<file path="config.mk">
export PLATFORM = sky130hd
export DESIGN_NAME = mem_arbiter
export DESIGN_NICKNAME = d
export VERILOG_FILES = /design/src/rtl/mem_arb_pkg.sv /design/src/rtl/mem_arbiter_arb_pick.sv /design/src/rtl/mem_arbiter.sv
export SDC_FILE = /design/constraint.sdc
export NUM_CORES = 1
export LEC_CHECK = 0
export CAP_MARGIN = 40
export CORE_UTILIZATION = 35
export DETAILED_ROUTE_END_ITERATION = 16
export PLACE_DENSITY = 0.73
export SLEW_MARGIN = 20
export SYNTH_ARGS = -nofsm -noshare
export SYNTH_HDL_FRONTEND = slang
export SYNTH_SLANG_ARGS = --single-unit
</file>
<file path="constraint.sdc">
create_clock -name CLK -period 1.78 [get_ports CLK]
set_input_delay 0.356 -clock CLK [delete_from_list [all_inputs] [get_ports CLK]]
set_output_delay 0.356 -clock CLK [all_outputs]
set_load 0.005 [all_outputs]
</file>
<file path="src/rtl/mem_arb_pkg.sv">
// Shared definitions for the two-port memory arbiter: FSM state encodings,
// port-index constants and default widths.
package mem_arb_pkg;

  localparam int ADDR_W_DEF = 6;
  localparam int DATA_W_DEF = 32;

  // Port indices double as the grant encoding.
  localparam logic PORT_IC = 1'b0;  // instruction cache
  localparam logic PORT_DC = 1'b1;  // data cache

  typedef enum logic [1:0] {
    IDLE  = 2'b00,
    ISSUE = 2'b01,
    WAIT  = 2'b10,
    DONE  = 2'b11
  } state_e;

endpackage

</file>
<file path="src/rtl/mem_arbiter_arb_pick.sv">
// Combinational grant selection for the memory arbiter.
// Optional feature: define MEM_ARB_RR_EN for round-robin on contention;
// otherwise the data-cache port always wins a tie.
module arb_pick
  import mem_arb_pkg::*;
(
  input  logic [1:0] req,
  input  logic       last,
  output logic       grant
);

`ifdef MEM_ARB_RR_EN
  // On a tie, hand the grant to the port that was not served last.
  always_comb begin
    if (req == 2'b11) begin
      grant = ~last;
    end else begin
      grant = req[1] ? PORT_DC : PORT_IC;
    end
  end
`else
  // Fixed priority never looks at history.
  logic unused_last;
  assign unused_last = last;

  // Data cache first whenever it asks.
  always_comb begin
    grant = req[1] ? PORT_DC : PORT_IC;
  end
`endif

endmodule

</file>
<file path="src/rtl/mem_arbiter.sv">
// Two-port (I-cache / D-cache) arbiter in front of a single memory with a
// busywait handshake. One transfer at a time: IDLE -> ISSUE -> WAIT -> DONE.
// Optional feature: define MEM_ARB_RR_EN for round-robin tie breaking.
module mem_arbiter
  import mem_arb_pkg::*;
#(
  parameter int ADDR_W = ADDR_W_DEF,
  parameter int DATA_W = DATA_W_DEF
) (
  input  logic              CLK,
  input  logic              reset,
  input  logic              p0_read,
  input  logic              p0_write,
  input  logic [ADDR_W-1:0] p0_address,
  input  logic [DATA_W-1:0] p0_writedata,
  output logic [DATA_W-1:0] p0_readdata,
  output logic              p0_busywait,
  input  logic              p1_read,
  input  logic              p1_write,
  input  logic [ADDR_W-1:0] p1_address,
  input  logic [DATA_W-1:0] p1_writedata,
  output logic [DATA_W-1:0] p1_readdata,
  output logic              p1_busywait,
  output logic              mem_read,
  output logic              mem_write,
  output logic [ADDR_W-1:0] mem_address,
  output logic [DATA_W-1:0] mem_writedata,
  input  logic [DATA_W-1:0] mem_readdata,
  input  logic              mem_busywait
);

  state_e              state_q, state_d;
  logic                grant_q;
  logic                write_q;
  logic [ADDR_W-1:0]   addr_q;
  logic [DATA_W-1:0]   wdata_q;
  logic [DATA_W-1:0]   rdata0_q;
  logic [DATA_W-1:0]   rdata1_q;
  logic [1:0]          req;
  logic                pick_grant;
  logic                last_grant;
  logic                accept;

  assign req    = {p1_read | p1_write, p0_read | p0_write};
  assign accept = (state_q == IDLE) && (|req);

`ifdef MEM_ARB_RR_EN
  logic last_q;

  // Remember who was granted most recently for tie breaking.
  always_ff @(posedge CLK or negedge reset) begin
    if (!reset) begin
      last_q <= PORT_IC;
    end else if (accept) begin
      last_q <= pick_grant;
    end
  end

  assign last_grant = last_q;
`else
  assign last_grant = PORT_IC;
`endif

  arb_pick u_arb_pick (
    .req   (req),
    .last  (last_grant),
    .grant (pick_grant)
  );

  // State register.
  always_ff @(posedge CLK or negedge reset) begin
    if (!reset) begin
      state_q <= IDLE;
    end else begin
      state_q <= state_d;
    end
  end

  // Next-state logic; requests are only looked at in IDLE.
  always_comb begin
    state_d = state_q;
    unique case (state_q)
      IDLE:  if (|req)         state_d = ISSUE;
      ISSUE: if (mem_busywait) state_d = WAIT;
      WAIT:  if (!mem_busywait) state_d = DONE;
      DONE:                    state_d = IDLE;
    endcase
  end

  // Latch the winning request; a write bit wins over a simultaneous read.
  always_ff @(posedge CLK or negedge reset) begin
    if (!reset) begin
      grant_q <= PORT_IC;
      write_q <= 1'b0;
      addr_q  <= '0;
      wdata_q <= '0;
    end else if (accept) begin
      grant_q <= pick_grant;
      write_q <= pick_grant ? p1_write     : p0_write;
      addr_q  <= pick_grant ? p1_address   : p0_address;
      wdata_q <= pick_grant ? p1_writedata : p0_writedata;
    end
  end

  // Capture returning read data into the granted port only.
  always_ff @(posedge CLK or negedge reset) begin
    if (!reset) begin
      rdata0_q <= '0;
      rdata1_q <= '0;
    end else if ((state_q == WAIT) && !mem_busywait && !write_q) begin
      if (grant_q == PORT_DC) begin
        rdata1_q <= mem_readdata;
      end else begin
        rdata0_q <= mem_readdata;
      end
    end
  end

  // Output decode: memory strobes in ISSUE/WAIT, busywait release in DONE.
  always_comb begin
    mem_read    = 1'b0;
    mem_write   = 1'b0;
    p0_busywait = req[0];
    p1_busywait = req[1];
    if ((state_q == ISSUE) || (state_q == WAIT)) begin
      mem_read  = ~write_q;
      mem_write = write_q;
    end
    if (state_q == DONE) begin
      if (grant_q == PORT_DC) begin
        p1_busywait = 1'b0;
      end else begin
        p0_busywait = 1'b0;
      end
    end
  end

  assign mem_address   = addr_q;
  assign mem_writedata = wdata_q;
  assign p0_readdata   = rdata0_q;
  assign p1_readdata   = rdata1_q;

endmodule

</file>
==> metrics.txt <==
site row count just over 40; Max VDD drop 0.595 mV; CTS tree done; Worst Tran Pin Value between 0.4 and 0.5 ns; Synth warnings 0; final hold viol count 0; layout cell share with drive strength beyond 1 0.199; Initial Util 0.361; Slowest-stage cell, CP dfrtp_1; outcome completed; antenna-violating nets left 0; P&R area growth vs syn 63.1%; Setup TNS Final 0 ns; Buffers on Ports 220; Critical Path AT 1.39 ns; ANT cells 0; reg-to-reg setup timing slack roughly 0.060 ns; critical path fanouts, max 4; vias post-DR 3433; Max Slew Vio Count 0; clk_skew slightly above 0.01 ns; Mean Syn Cell Area 13.7 µm²; Worst Setup Path Type flop to output port; Switching Share 0.289; MaxCap Viol Count 0; worst min-delay path category flop to flop; Worst Path Buf+Inv 1; First-pass DRT Iterations 4; final wirelength between 10000 and 15000 µm; Final min period 1.74 ns; NetSw 3.37 mW; Design Area, Final 7470 µm²; clock sink count 106; Chip Width ~120 µm; Root Driver clkbuf_16; cts bufs inserted 9; sequential fraction of design power 0.369; clock slew at reported path FFs 0.06 ns; GR Overflow Total 0; initial DRC count 140; Lkg Pwr between 3 and 4 nW; Final Cycle Share 0.979; initial antenna violation count 0; synth unique cells 23; Die Area 13500 µm²; Die Y 116 µm; Max Freq 0.574 GHz; post-DP HPWL 8950 µm; crit-path cells ha_1 > a21oi_1 > dlygate4sd2_1; vias in the first global route 3483; clock latency on the worst-skew pair 0.35 ns; clk buf depth 2; Total Nets Final a little under 700; required time worst endpoint between 1 and 1.5 ns; sequential area share after synthesis 0.579; # IOs 221; WL per Instance ~16 µm; critical path's top delay family flip-flops; Finished Layout Cells 745; htree depth 3; PnR Total Power 11.7 mW; core box area 12700 µm²; Total Routing Usage GR 0.173; Final setup viols 0; Seq cells post-synth between 100 and 150; PD cells roughly 1600 nW/µm²; first-pass GRT wire length ~18000 µm; Critical Path End Type output port; CP startpoint kind flop; CP peak stage delay 0.42 ns; RSZ-0062 raised after global routing yes; Pint 8.29 mW; synthesized net count 453; post-DR vias/cell 4.61; Clk pwr share 0.174; largest net degree at the start of global routing 80; mapped cell area 4580 µm²; combinational power share 0.458; drt drc 0; pre-CTS setup slack -0.276 ns; Max-slew headroom 0.670; post-placement cell area 7100 µm²; worst setup margin 0.0379 ns; Placed Cells 725; Post-Synthesis Cells 333; final RePlAce weighted congestion 0.761
[worst register-to-register path, cell delays in order (launching register included)]
cell     delay [ns]
dfrtp_1        0.40
inv_2          0.11
ha_2           0.21
nor4b_4        0.21
buf_6          0.17
buf_12         0.16
mux2_2         0.35
[final timing paths]
path / startpoint / endpoint / cells after the start
worst min register to register: mem_writedata[6] / mem_writedata[6] / 2
worst max register to register: state_q[0] / p1_readdata[0] / 6
worst max-delay path: state_q[1] / p0_busywait / 3
worst min-delay path: mem_writedata[6] / mem_writedata[6] / 2
max in group asynchronous: reset / state_q[1] / 3
min in group asynchronous: reset / p1_readdata[9] / 2
[cell usage in the layout, fill, tap and decap left out]
master | synthesis | final
mux2_1 | 2 | 2
buf_12 | 0 | 7
buf_2 | 6 | 2
nor4_1 | 1 | 1
nand2_1 | 41 | 41
clkdlybuf4s50_1 | 0 | 215
inv_1 | 3 | 1
clkbuf_8 | 0 | 1
bufinv_16 | 0 | 1
buf_6 | 3 | 1
mux2_2 | 33 | 33
mux2i_1 | 38 | 38
clkinv_4 | 0 | 2
a21oi_1 | 4 | 4
clkbuf_1 | 3 | 1
nor2b_2 | 0 | 1
o41ai_4 | 1 | 1
clkbuf_2 | 0 | 1
ha_4 | 0 | 1
clkinv_2 | 0 | 1
inv_6 | 0 | 1
ha_1 | 5 | 3
a2bb2oi_1 | 1 | 1
nor2b_1 | 2 | 1
and2_1 | 1 | 1
a221oi_2 | 0 | 1
mux2_4 | 30 | 30
clkbuf_16 | 0 | 10
buf_4 | 6 | 13
o21ai_0 | 40 | 40
inv_2 | 1 | 3
dfrtp_1 | 106 | 106
dlygate4sd2_1 | 0 | 1
ha_2 | 0 | 1
dlygate4sd3_1 | 0 | 1
nor2_4 | 0 | 1
nor4b_4 | 2 | 2
nor2_1 | 3 | 2
[sequential cells by signal, indices dropped and copies added (netlist names)]
| name | count |
|---|---|
| write_q | 1 |
| p1_readdata | 32 |
| state_q | 2 |
| mem_address | 6 |
| p0_readdata | 32 |
| grant_q | 1 |
| mem_writedata | 32 |
[power groups by stage]
stage / logic [mW] / clock network [mW] / registers (mW)
after floorplan: 1.99 / 0 / 4.36
after global placement: 5.17 / 0 / 4.30
after detailed placement: 5.32 / 0 / 4.35
after CTS: 5.34 / 2.09 / 4.32
after global routing: 5.81 / 2.17 / 4.46
final: 5.34 / 2.02 / 4.30
[cell families after synthesis]
kind of cell,after synthesis,synth area share
AOI/OAI and AO/OA,47,0.0579
adders and majority gates,5,0.0137
buffers and inverters,22,0.0295
DFF,106,0.579
muxes,103,0.268
and+or+nand+nor,50,0.0519
[metrics by stage]
step                utilization  hold WS, ns
detailed placement        0.561        0.331
floorplan                     -       0.0604
global placement          0.561        0.329
CTS                       0.586        0.485
finish                    0.589        0.474
global route              0.589        0.504
[Yosys cell counts, drive strengths merged]
| library cell | number | area, µm² |
|---|---|---|
| and2 | 1 | 6.26 |
| o41ai | 1 | 27.5 |
| a21oi | 4 | 20.0 |
| mux2 | 65 | 845 |
| a221oi | 1 | 8.76 |
| nor2b | 2 | 12.5 |
| mux2i | 38 | 380 |
| buf | 15 | 109 |
| nor4b | 2 | 47.6 |
| inv | 4 | 15.0 |
| ha | 5 | 62.6 |
| clkbuf | 3 | 11.3 |
| nor4 | 1 | 6.26 |
| o21ai | 40 | 200 |
| dfrtp | 106 | 2650 |
| nor2 | 3 | 11.3 |
| a2bb2oi | 1 | 8.76 |
| nand2 | 41 | 154 |
[cell type report]
| class | instances | area (µm²) |
|---|---|---|
| timing repair buffer | 242 | 2460 |
| clock buffer | 11 | 243 |
| sequential | 106 | 2650 |
| inverter | 4 | 15.0 |
| tap | 172 | 215 |
| fill | 1059 | 5200 |
| multi-input combinational | 205 | 1820 |
| clock inverter | 5 | 61.3 |
[metal layers]
layer | up-vias | track usage | wire [µm]
met5 | - | 0 | 0
met4 | 0 | 0.0803 | 211
met3 | 14 | 0.0550 | 1150
met2 | 158 | 0.293 | 5640
met1 | 1625 | 0.198 | 4780
li1 | 1636 | - | -
[repair_timing]
| item | CTS | global route |
|---|---|---|
| gates cloned | 0 | 1 |
| hold buffers | 1 | 0 |
| buffers inserted | 1 | 1 |
| endpoints found under the hold margin | 27 | 0 |
| gates resized for setup | 13 | 6 |
| setup endpoints to repair | 18 | 64 |
| pin swaps | 0 | 0 |
Power figures use the tool's default switching activity.
